<file path="src/rtl/fetch_pc_sequencer.sv">
// Fetch-stage PC sequencer: advances, holds, redirects (j > beq > jmem), flushes and halts
// the 20-bit MIPS program counter. Every output is taken straight from a register.
module fetch_pc_sequencer #(
  parameter logic [19:0] RESET_PC     = 20'h00000,
  parameter int unsigned FLUSH_CYCLES = 2
) (
  input  logic        i_clk,
  input  logic        i_rst,
  input  logic        i_stall,
  input  logic        i_halt,
  input  logic        i_j,
  input  logic        i_beq,
  input  logic        i_jmem,
  input  logic [19:0] i_jump_value,
  input  logic [19:0] i_beq_value,
  input  logic [19:0] i_jmem_value,
  output logic [19:0] o_pc,
  output logic        o_fetch_valid,
  output logic        o_flush,
  output logic [1:0]  o_pc_src,
  output logic        o_halted,
  output logic        o_misalign_err
);

  localparam logic [2:0] LP_FLUSH_LOAD = 3'(FLUSH_CYCLES);

  typedef enum logic [1:0] {
    ST_BOOT  = 2'd0,
    ST_RUN   = 2'd1,
    ST_FLUSH = 2'd2,
    ST_HALT  = 2'd3
  } state_t;

  function automatic logic is_misaligned(input logic [19:0] target);
    return (target[1:0] != 2'b00);
  endfunction

  state_t      r_state;
  logic [19:0] r_pc;
  logic        r_fetch_valid;
  logic        r_flush;
  logic [1:0]  r_pc_src;
  logic        r_halted;
  logic        r_misalign_err;
  logic [2:0]  r_flush_cnt;

  state_t      w_state_nxt;
  logic [19:0] w_pc_nxt;
  logic [1:0]  w_pc_src_nxt;
  logic [2:0]  w_flush_cnt_nxt;
  logic        w_misalign_nxt;
  logic        w_fetch_valid_nxt;
  logic        w_flush_nxt;
  logic        w_halted_nxt;
  logic        w_redirect;
  logic [19:0] w_target;
  logic [1:0]  w_src;

  // Fixed-priority redirect selection; losing targets are simply dropped.
  always_comb begin
    w_redirect = i_j | i_beq | i_jmem;
    w_target   = 20'h00000;
    w_src      = 2'b00;
    if (i_j) begin
      w_target = i_jump_value;
      w_src    = 2'b01;
    end else if (i_beq) begin
      w_target = i_beq_value;
      w_src    = 2'b10;
    end else if (i_jmem) begin
      w_target = i_jmem_value;
      w_src    = 2'b11;
    end else begin
      w_target = 20'h00000;
      w_src    = 2'b00;
    end
  end

  // Next-state and next-output logic for the sequencer FSM.
  always_comb begin
    w_state_nxt     = r_state;
    w_pc_nxt        = r_pc;
    w_pc_src_nxt    = r_pc_src;
    w_flush_cnt_nxt = r_flush_cnt;
    w_misalign_nxt  = 1'b0;
    case (r_state)
      ST_BOOT: begin
        w_state_nxt = ST_RUN;
      end
      ST_RUN: begin
        if (w_redirect) begin
          w_pc_nxt        = {w_target[19:2], 2'b00};
          w_pc_src_nxt    = w_src;
          w_misalign_nxt  = is_misaligned(w_target);
          w_flush_cnt_nxt = LP_FLUSH_LOAD;
          w_state_nxt     = ST_FLUSH;
        end else if (i_halt) begin
          w_pc_src_nxt = 2'b00;
          w_state_nxt  = ST_HALT;
        end else if (i_stall || !r_fetch_valid) begin
          // The first RUN cycle after BOOT only raises fetch_valid at RESET_PC.
          w_pc_src_nxt = 2'b00;
        end else begin
          w_pc_nxt     = r_pc + 20'd4;
          w_pc_src_nxt = 2'b00;
        end
      end
      ST_FLUSH: begin
        if (w_redirect) begin
          w_pc_nxt        = {w_target[19:2], 2'b00};
          w_pc_src_nxt    = w_src;
          w_misalign_nxt  = is_misaligned(w_target);
          w_flush_cnt_nxt = LP_FLUSH_LOAD;
        end else if (r_flush_cnt <= 3'd1) begin
          w_flush_cnt_nxt = r_flush_cnt - ((r_flush_cnt != 3'd0) ? 3'd1 : 3'd0);
          w_state_nxt     = ST_RUN;
        end else begin
          w_flush_cnt_nxt = r_flush_cnt - 3'd1;
        end
      end
      ST_HALT: begin
        w_state_nxt = ST_HALT;
      end
      default: begin
        w_state_nxt = ST_BOOT;
      end
    endcase
    w_fetch_valid_nxt = (w_state_nxt == ST_RUN) && (r_state != ST_BOOT);
    w_flush_nxt       = (w_state_nxt == ST_FLUSH);
    w_halted_nxt      = (w_state_nxt == ST_HALT);
  end

  // State and registered outputs, with synchronous reset.
  always_ff @(posedge i_clk) begin
    if (i_rst) begin
      r_state        <= ST_BOOT;
      r_pc           <= RESET_PC;
      r_fetch_valid  <= 1'b0;
      r_flush        <= 1'b0;
      r_pc_src       <= 2'b00;
      r_halted       <= 1'b0;
      r_misalign_err <= 1'b0;
      r_flush_cnt    <= 3'd0;
    end else begin
      r_state        <= w_state_nxt;
      r_pc           <= w_pc_nxt;
      r_fetch_valid  <= w_fetch_valid_nxt;
      r_flush        <= w_flush_nxt;
      r_pc_src       <= w_pc_src_nxt;
      r_halted       <= w_halted_nxt;
      r_misalign_err <= w_misalign_nxt;
      r_flush_cnt    <= w_flush_cnt_nxt;
    end
  end

  assign o_pc           = r_pc;
  assign o_fetch_valid  = r_fetch_valid;
  assign o_flush        = r_flush;
  assign o_pc_src       = r_pc_src;
  assign o_halted       = r_halted;
  assign o_misalign_err = r_misalign_err;

endmodule
</file>
<file path="config.mk">
export PLATFORM = sky130hd
export DESIGN_NAME = fetch_pc_sequencer
export DESIGN_NICKNAME = d
export VERILOG_FILES = /design/src/rtl/fetch_pc_sequencer.sv
export SDC_FILE = /design/constraint.sdc
export NUM_CORES = 1
export LEC_CHECK = 0
export ABC_AREA = 0
export CAP_MARGIN = 30
export CORE_ASPECT_RATIO = 0.9
export CORE_MARGIN = 2
export CORE_UTILIZATION = 46
export DETAILED_ROUTE_END_ITERATION = 6
export GPL_TIMING_DRIVEN = 0
export PLACE_DENSITY = 0.95
export SLEW_MARGIN = 25
export SYNTH_ARGS = -nofsm -noshare
export SYNTH_HDL_FRONTEND = slang
export SYNTH_SLANG_ARGS = --single-unit
</file>
<file path="constraint.sdc">
create_clock -name i_clk -period 5.5 [get_ports i_clk]
set_input_delay 1.1 -clock i_clk [delete_from_list [all_inputs] [get_ports i_clk]]
set_output_delay 1.1 -clock i_clk [all_outputs]
set_load 0.005 [all_outputs]
</file>
==> results of run 1 <==
-- area by class of cell --
type | count | area share, %
multi-input combinational | 220 | 43.07
timing repair buffer | 89 | 27.70
sequential | 29 | 18.05
buffer | 23 | 3.969
clock buffer | 7 | 2.996
tap | 62 | 2.412
inverter | 14 | 1.634
clock inverter | 1 | 0.1556
-- cells in the mapped netlist (4+ instances only) --
master      n
a2111oi_0   4
a21oi_1    23
a221oi_1    5
a22oi_1    12
a31oi_1     5
and3_1      4
buf_2       6
clkbuf_1   11
dfxtp_1    29
ha_1       10
inv_1      14
nand2_1    19
nand3_1     6
nor2_1     31
nor2b_1     5
nor3_1     10
o21ai_0    22
o32ai_1     8
-- routing by layer --
metal	track usage, %	vias to the layer above	wire length [µm]
li1	-	1257	-
met1	34.07	1298	3022
met3	5.208	27	718
met4	14.55	0	215
met2	50.00	187	3701
met5	0	-	0
-- critical path: stages --
cell and delay, ps:
clkdlybuf4s50_1 440, buf_2 210, or3_1 470, nor2_1 380, buf_2 300, nand2_1 80, a311oi_1 340
-- sequential cells by signal, summed over array words and instances, names as in the netlist --
signal          flops
o_fetch_valid       1
o_flush             1
o_halted            1
o_misalign_err      1
o_pc               18
o_pc_src            2
r_flush_cnt         3
r_state             2
-- power by group --
| group | switching [µW] | leakage [µW] | total (µW) | internal [µW] |
|---|---|---|---|---|
| registers | 21.1 | 0.000238 | 250 | 229 |
| logic | 101 | 0.000899 | 219 | 118 |
| clock network | 90.5 | 0.0000542 | 204 | 113 |
-- cell usage in the layout (no fill, tap or decap), types with 5 or more instances in the layout --
| master | instances |
|---|---|
| a31oi_1 | 5 |
| a22oi_1 | 12 |
| o32ai_1 | 8 |
| o21ai_0 | 22 |
| clkbuf_1 | 11 |
| buf_2 | 6 |
| dfxtp_1 | 29 |
| nor2b_1 | 5 |
| nor3_1 | 10 |
| nand2_1 | 19 |
| inv_1 | 14 |
| a221oi_1 | 5 |
| nand3_1 | 6 |
| a21oi_1 | 23 |
| clkdlybuf4s50_1 | 89 |
| clkbuf_8 | 7 |
| nor2_1 | 31 |
| ha_1 | 10 |
-- logic make-up (layout without fill, tap and decap cells) --
family | count (synthesis) | in the layout | share of synthesized area, %
compound gates | 106 | 106 | 33.06
simple gates | 99 | 99 | 24.01
buf+inv | 37 | 134 | 8.411
flops | 29 | 29 | 27.10
fa+ha+maj | 10 | 10 | 5.841
mux | 3 | 3 | 1.402
other cells | 1 | 2 | 0.1751
-- how the worst max path moves through the flow --
stage | startpoint | end | slack [ps] | cells past startpoint
2_1_floorplan | i_beq | o_pc[19]$_SDFFE_PP0P_ | 3040 | 7
3_3_place_gp | i_j | o_pc[10]$_SDFFE_PP0P_ | 2240 | 8
3_5_place_dp | i_j | o_pc[15]$_SDFFE_PP0P_ | 2210 | 7
4_1_cts | i_j | o_pc[15]$_SDFFE_PP0P_ | 2460 | 8
5_1_grt | i_j | o_pc[15]$_SDFFE_PP0P_ | 2330 | 8
6_report | i_j | o_pc[11]$_SDFFE_PP0P_ | 2370 | 7
-- through the flow --
stage	utilization [%]	cell area [µm²]	power (µW)	worst slack, ps
finish	72.09	3216	673.1	2366
global route	72.09	3216	696.8	2327
CTS	72.09	3216	663.8	2464
detailed placement	69.82	3114	465.5	2207
global placement	69.82	3114	458.8	2238
floorplan	-	2146	352.4	3037
==> out/summary.md, run 1 <==
The proportion of synthesized flip-flops having asynchronous set or reset was 0%. Clock latency on the worst-skew pair, taken at its later pin, is 300 ps. Post-synthesis sequential element count: 29.

The endpoint class of the critical path is a flop. The tools report the via count of the first global-routing pass as 2,525. The logs give 28.33% for the global-route total usage across every layer and 459 for the net total in the final layout. Based on the critical path, the design can be clocked at up to 319.1 MHz. The setup clock skew after layout was 10.19 ps; the required time at the endpoint of the critical path was 5680 ps.

Dividing total power by cell area gives a power density of 209.3 nW/µm². The number of cells produced by synthesis is 285. The count of flip-flops with a built-in enable after synthesis was 0.

Along the worst path, the maximum fanout reaches 10. The tools report the launch instance of the worst register-to-register path as r_state[0]$_SDFF_PP0_. The final routed DRC violation total is 0.

Max-cap violations in this run came to 0. Measured along the x axis, the die boundary spans 75.93 µm. The die covers 5219 µm². The growth of design area from synthesis to finish was 50.12%. The startpoint identified for the worst hold timing path is o_pc_src[1]$_SDFFE_PP0P_.

Setup repair after global routing left no endpoint under its margin. The cell type with the highest aggregate area in the netlist is dfxtp_1. The run gives 0 as the number of antenna violations at the first check in global routing. STA classifies the critical path startpoint as a primary input. The cell chosen for the clock root was clkbuf_8. The actual transition at the worst max-transition pin is 647.6 ps.

Type of the setup path with the least slack: in -> reg. After clock tree synthesis, the flow added hold-fix buffers numbering 0. The tools report the arrival time at the worst endpoint as 3320 ps. Summing all multi-input logic gate instances after layout gives 1385 µm². The run finished with clean final reports. The number of clock buffers added by TritonCTS is 5. The flop-to-flop setup slack is 3070 ps, and the number of gates resized after cts is 0.

The core region is 4461 µm². TritonCTS built the clock tree. The count of final hold-check violations is 0, and the share of Yosys cell area claimed by the top area cell type is 27.10%. Summing over every cut layer, the via total after detailed routing is 2,769. The worst min-delay path category is reg -> reg. The count of pins on the block boundary was 93.

For the combined area of all synthesized cells, the log shows 2142 µm². After detailed routing, the number of vias per cell comes to 6.222. Row generation in the floorplan step produced 23 rows. Measured against its own limit, the worst slew margin works out to 56.83%. For this run, the leading register cell type out of synthesis is dfxtp_1. The worst hold path terminates at o_pc_src[1]$_SDFFE_PP0P_. The worst-case IR drop observed on VDD is 0.0001194 V. After synthesis, flip-flops and latches occupy 27.10% of the total area. For this design the static power due to leakage is 0.001191 µW. The run gives 445 as the non-filler instance count after layout. Final hold analysis gives a worst-case slack of 501.6 ps.

The time the worst path needs with I/O delays and setup was 3134 ps. The mean cell area of the mapped netlist was 7.516 µm²; the number of synthesis warnings was 0. The run gives 353 as the number of fill cells. Once placement completed, the tool counted placed cells totaling 437. The global-route wire length before repair is 11,540 µm.

In the finished design, the share of the clock period the worst path needs comes to 56.98%. The worst hold path passes through 2 cells. Port buffering added 89 buffers.

For the number of max-slew violations in the final report, the log shows 0. The count of different cell masters after synthesis is 52. The sequential cells in the finished layout cover a total of 580.6 µm². The clock passes through at most 2 buffers. The placer's final routability congestion estimate came out at 0.9130. Of the cells placed in the final design, the portion with a size suffix greater than 1 is 7.050%.

The height of the chip is 68.74 µm. The total negative slack is 0 ps. The logs give 2 for the maximum level of the CTS H-tree and 0 for the total overflow reported by the global router. In the post-synthesis netlist, the biggest area contributors are dfxtp_1 27%, ha_1 5.8%, nor2_1 5.4%, a21oi_1 5.4%, o21ai_0 5.1%.

The initial core utilization is 48.02%. The capture instance of the worst register-to-register path is o_pc[14]$_SDFFE_PP0P_. The number of cells traversed by the worst register-to-register path was 6; the maximum number of pins on one net before global-route repair was 11.

The setup violation total in the final timing report is 0, and the count of buffers added by post-CTS timing repair for setup is 0. Clock-pin slew on the worst setup and hold paths: 70 ps. The logs give 5 for the detailed-routing iteration count for the pre-antenna-repair pass and 0 for the total inserted antenna cells. In the final routed layout, each cell accounts on average for 17.21 µm. For this design, the sink count on the clock tree is 29. The number of design-rule violations left by the first detailed-router iteration came out at 403. Detailed placement finished with a half-perimeter wire length of 5595 µm. The logs give 7657 µm for the aggregate routed wire length and 0 for the remaining antenna violation count.
Power figures use the tool's default switching activity.
==> inputs of run 2 (changes only) <==
- CORE_UTILIZATION: 46 -> 39
- PLACE_DENSITY: 0.95 -> 0.88
- clock period: 5.5 -> 2.6 ns (I/O delays scaled with it)
==> out/summary.md, run 2 (same netlist as run 1, synthesis figures left out) <==
The number of buffers inserted during clock tree synthesis came out at 5 (unchanged). The run gives 57.95% (+1.1 points) as the relative slew slack. The count of pins on the block boundary was 93 (unchanged). In the layout the commonest cells are 89 x clkdlybuf4s50_1, 31 x nor2_1, 29 x dfxtp_1.

The tools report the maximum ir drop on the vdd rail as 0.0001797 V (+50%). For the placer's final routability congestion estimate, the log shows 0.9117 (-0.14%). For the maximum number of pins on one net before global-route repair, the log shows 11 (unchanged).

The final setup slack of the worst path is 69.92 ps (-2296 ps), and the aggregate routed wire length is 7839 µm (+2.4%). The run gives 0.001181 µW (-0.83%) as the static leakage. TritonCTS built the clock tree. STA classifies the critical path startpoint as a primary input. From synthesis to final layout, the design area changed by 49.77%.

The row count was 25 (+8.7%); the die area was 6102 µm² (+17%). The share of final-layout standard cells stronger than drive strength 1 was 6.545% (-0.51 points); the via count of the routed design was 2,722 (-1.7%). The mean number of vias per cell was 6.062 (-2.6%). The run finished with clean final reports.

The number of max-slew violations in the final report is 0 (unchanged). The initial core utilization was 40.52% (-7.5 points). The routed design could run at a clock period as short as 2530 ps. The worst hold path belongs to the class reg -> reg. The HPWL reported at the end of detailed placement is 5988 µm (+7.0%). The height of the chip is 74.31 µm (+8.1%). STA classifies the critical path endpoint as a flop. For the remaining antenna violation count, the log shows 0 (unchanged).

For this run, the top clock speed supported by timing is 395.2 MHz. Setup repair after global routing left no endpoint under its margin. For the maximum clock insertion buffer count, the log shows 2 (unchanged).

The flip-flop count of the largest register after layout works out to 18 (unchanged). The worst path uses 97.31% of the clock period. Global-route wire length before repair: 12,110 µm (+4.9%). The footprint of the multi-input gates is 1386 µm² (about the same), and the setup clock skew after layout is 10.63 ps (+0.4350 ps). The area of the placeable core is 5286 µm² (+19%).

The clock-pin slew on the worst setup and hold paths is 70 ps (about the same). The logs give 3208 µm² (-0.23%) for the post-route cell area and 2 (unchanged) for the maximum level of the CTS H-tree. The run gives 2750 ps (-2930 ps) as the required time at the endpoint of the critical path. Post-detailed-route wirelength per cell: 17.46 µm (+1.5%). The width of the chip came out at 82.12 µm (+8.2%). The tools report the via count of the first global-routing pass as 2,494 (-1.2%). The arrival time at the worst endpoint was 2680 ps (-640 ps); the setup violation total in the final timing report was 0 (unchanged). The number of port buffers works out to 89 (unchanged).

The global-route total usage across every layer was 26.40% (-1.9 points); the actual transition at the worst max-transition pin was 630.7 ps (-16.84 ps). The number of design-rule violations left by the first detailed-router iteration was 306 (-24%); the area of all sequential standard cells was 580.6 µm² (unchanged). The count of buffers added by post-CTS timing repair for setup was 0 (unchanged); the total negative slack was 0 ps (unchanged). The count of final hold-check violations is 0 (unchanged), and the highest fanout seen on the critical path is 10 (unchanged).

The type of the setup path with the least slack is in -> reg. The tools report the number of antenna violations at the first check in global routing as 0 (unchanged). The clock sink total was 29 (unchanged); the net total in the final layout was 459 (unchanged). The tools report the number of fill cells as 487 (+38%).

The total overflow reported by the global router is 0 (unchanged), and the placement-stage cell area is 3120 µm² (+0.20%). For the total inserted antenna cells, the log shows 0 (unchanged). The tools report the cell chosen for the clock root as clkbuf_8.

The detailed-routing iteration count for the pre-antenna-repair pass came out at 5 (unchanged). The power per cell area was 430.3 nW/µm² (+110%). The final routed DRC violation total was 0 (unchanged); the clock network latency to the later pin of the worst-skew pair was 290 ps (about the same). The worst slack at placement was -119.9 ps (-2327 ps); the number of maximum-capacitance constraint violations was 0 (unchanged). The commonest non-fill, non-tap cell in the layout is clkdlybuf4s50_1.
[run 2: cell type report]
class,instances,share of cell area [%]
multi-input combinational,220,43.21
timing repair buffer,89,27.77
sequential,29,18.10
buffer,23,3.978
clock buffer,7,2.691
tap,67,2.613
inverter,14,1.638
[run 2: worst paths after layout]
kind / endpoint / slack [ps] / cells past startpoint / from
worst max-delay path: o_pc[10]$_SDFFE_PP0P_ / 70 / 8 / i_j
worst min-delay path: o_pc_src[1]$_SDFFE_PP0P_ / 510 / 2 / o_pc_src[1]$_SDFFE_PP0P_
worst max register to register: o_pc[16]$_SDFFE_PP0P_ / 230 / 7 / r_state[0]$_SDFF_PP0_
worst min register to register: o_pc_src[1]$_SDFFE_PP0P_ / 510 / 2 / o_pc_src[1]$_SDFFE_PP0P_
[run 2: per-layer routing]
metal	track usage, %	wire, µm	part of all wire (%)	vias up
met2	42.10	3612	46	167
met4	9.444	176	2.2	0
met1	34.25	3190	41	1277
met3	7.403	861	11	19
met5	0	0	0	-
li1	-	-	-	1259
[run 2: stage by stage]
stage / util, % / total power [µW] / hold slack (ps) / std cells
final: 60.69 / 1381 / 509.8 / 449
after global placement: 59.03 / 974.0 / 471.7 / 442
after global routing: 60.69 / 1437 / 529.4 / 449
after CTS: 60.66 / 1368 / 510.2 / 449
after floorplan: - / 745.5 / 470.4 / 286
after detailed placement: 59.03 / 991.9 / 496.8 / 442
[run 2: worst max-delay path, cell delays in order]
cell             delay (ps)
clkdlybuf4s50_1         420
buf_2                   200
or3_1                   460
nor2_1                  420
buf_2                   320
nand4_1                 130
a21oi_1                 170
nor3_1                   50
[run 2: what timing repair did]
action	CTS	global route
resized for setup	0	1
setup endpoints to repair	0	1
hold endpoints to repair	0	0
hold buffers	0	0
[run 2: power by group]
group          switching [µW]  leakage (µW)  internal [µW]  total [µW]
Combinational             215      0.000899            251         465
Clock                     175     0.0000443            210         385
Sequential               45.3      0.000238            485         530
Total                     435       0.00118            945        1380
==> inputs of run 3 (changes only) <==
- GPL_ROUTABILITY_DRIVEN: not set -> 0
- TNS_END_PERCENT: not set -> 100
==> out/summary.md, run 3 (same netlist as run 1, synthesis figures left out) <==
The run finished with clean final reports. The run gives 3120 µm² (unchanged) as the placement-stage cell area. The slowest stage cell on the critical path was or3_1. The power per cell area is 426.1 nW/µm² (-0.98%), and the maximum number of pins on one net before global-route repair is 11 (unchanged). The highest fanout seen on the critical path is 10 (unchanged), and the global-route total usage across every layer is 26.91% (+0.51 points).

For the total overflow reported by the global router, the log shows 0 (unchanged). The final routed DRC violation total was 0 (unchanged); the maximum single-stage delay on the critical path was 480 ps (+20 ps). Leaving out fill and tap cells, the most frequent cell in the layout is clkdlybuf4s50_1. In the layout the commonest cells are 89 x clkdlybuf4s50_1, 31 x nor2_1, 29 x dfxtp_1. For the setup violation total in the final timing report, the log shows 0 (unchanged). The critical path goes through clkdlybuf4s50_1 > buf_2 > or3_1 > nor2_1 > buf_2 > nand4_1 > a21oi_1 > nor3_1.

Peak clock frequency supported by timing: 395.9 MHz (+0.17%). The flip-flop count of the largest register after layout was 18 (unchanged); the remaining antenna violation count was 0 (unchanged). The worst setup path is captured at a flop.

For the initial core utilization, the log shows 40.52% (unchanged). The placed cell count was 442 (unchanged); the height of the chip was 74.31 µm (unchanged). For the number of design-rule violations left by the first detailed-router iteration, the log shows 372 (+22%). Setup repair after global routing left no endpoint under its margin. The time the worst path needs with I/O delays and setup came out at 2526 ps (-4.392 ps). The root buffer cell chosen for the clock tree is clkbuf_8. TritonCTS built the clock tree. The logs give 2 (unchanged) for the maximum clock insertion buffer count and 506.9 ps (-2.863 ps) for the final-layout worst hold slack. The cell with the most instances on the worst path is buf_2. For the number of antenna violations at the first check in global routing, the log shows 0 (unchanged).

The worst min-delay path category was reg -> reg. The number of max-slew violations in the final report was 0 (unchanged). The tools report the maximum ir drop on the vdd rail as 0.0002051 V (+14%). The maximum level of the CTS H-tree was 2 (unchanged); the via count of the routed design was 2,787 (+2.4%). The final worst-path cycle share is 97.14% (-0.17 points). The clock sink total was 29 (unchanged); the relative slew slack was 56.36% (-1.6 points). Static leakage: 0.001176 µW (-0.41%). The clock-pin slew on the worst setup and hold paths is 60 ps (about the same). The setup clock skew after layout was 4.605 ps (-6.023 ps). Arrival time at the worst endpoint: 2680 ps (about the same).

The tools report the critical path startpoint category as a primary input. The area of the placeable core is 5286 µm² (unchanged). The worst setup path is of the in -> reg kind. The post-detailed-route wirelength per cell came out at 17.66 µm (+1.1%). The tools report the total negative slack as 0 ps (unchanged).

The growth of design area from synthesis to finish was 49.47%; the post-route cell area was 3202 µm² (-0.20%). The number of buffers inserted during clock tree synthesis is 5 (unchanged). The clock network latency to the later pin of the worst-skew pair was 290 ps (about the same); the number of port buffers was 89 (unchanged). The global-route wire length before repair is 12,370 µm (+2.2%).

The aggregate routed wire length was 7946 µm (+1.4%); the total inserted antenna cells was 0 (unchanged). The share of final-layout standard cells stronger than drive strength 1 was 6.266% (-0.28 points); the via count of the first global-routing pass was 2,565 (+2.8%). The HPWL reported at the end of detailed placement was 6030 µm (+0.70%). The count of pins on the block boundary came out at 93 (unchanged).

The row count came out at 25 (unchanged). Actual transition at the worst max-transition pin: 654.6 ps (+23.84 ps). The width of the chip was 82.12 µm (unchanged); the net total in the final layout was 459 (unchanged). The required time at the endpoint of the critical path is 2750 ps (about the same). The run gives 0 (unchanged) as the count of final hold-check violations. For the number of maximum-capacitance constraint violations, the log shows 0 (unchanged). The mean number of vias per cell was 6.193 (+2.2%). The die area is 6102 µm² (unchanged), and the non-filler instance count after layout is 450 (+0.22%). The detailed-routing iteration count for the pre-antenna-repair pass came out at 6 (+1).
-- run 3: area by class of cell --
class	instances	area, µm²
repair buffers	89	890.9
inverters	14	52.55
multi-input cells	220	1386
well taps	67	83.83
fillers	481	2085
plain buffers	23	127.6
flip-flops and latches	29	580.6
clock buffers	8	80.08
-- run 3: repair_timing --
action / in CTS / in global routing
endpoints found under the hold margin: 0 / 0
gates resized for setup: 0 / 1
hold buffers: 0 / 0
setup endpoints to repair: 0 / 1
setup buffers: 0 / 0
-- run 3: path summary, 6_finish.rpt --
| kind | cells past startpoint | slack, ps | start | endpoint |
|---|---|---|---|---|
| worst max-delay path | 8 | 70 | i_j | o_pc[10]$_SDFFE_PP0P_ |
| worst min-delay path | 2 | 510 | o_pc_src[1]$_SDFFE_PP0P_ | o_pc_src[1]$_SDFFE_PP0P_ |
| worst max register to register | 6 | 230 | r_state[0]$_SDFF_PP0_ | o_pc[14]$_SDFFE_PP0P_ |
| worst min register to register | 2 | 510 | o_pc_src[1]$_SDFFE_PP0P_ | o_pc_src[1]$_SDFFE_PP0P_ |
-- run 3: per-layer routing --
metal / global-route usage [%] / wire length, µm
met1: 34.57 / 3033
met2: 43.72 / 3687
met3: 7.524 / 961
met4: 8.889 / 264
met5: 0 / 0
-- run 3: report_power, final --
part | leakage (µW) | total, µW | switching [µW] | internal (µW)
registers | 0.000238 | 529 | 44.4 | 485
clock network | 0.0000395 | 367 | 177 | 190
logic | 0.000899 | 468 | 217 | 251
-- run 3: worst max-delay path, delay by kind of cell --
kind	cells	cell delay (ps)
buffers and inverters	3	950
AND/OR/NAND/NOR	4	1040
AO/OA/AOI/OAI	1	160
-- run 3: through the flow --
step,power [µW],setup slack [ps],utilization (%)
4_1_cts,1349,169.6,60.54
3_5_place_dp,992.7,-113.8,59.03
6_report,1364,74.32,60.57
5_1_grt,1426,8.701,60.57
2_1_floorplan,745.5,569.7,-
3_3_place_gp,973.4,-98.30,59.03
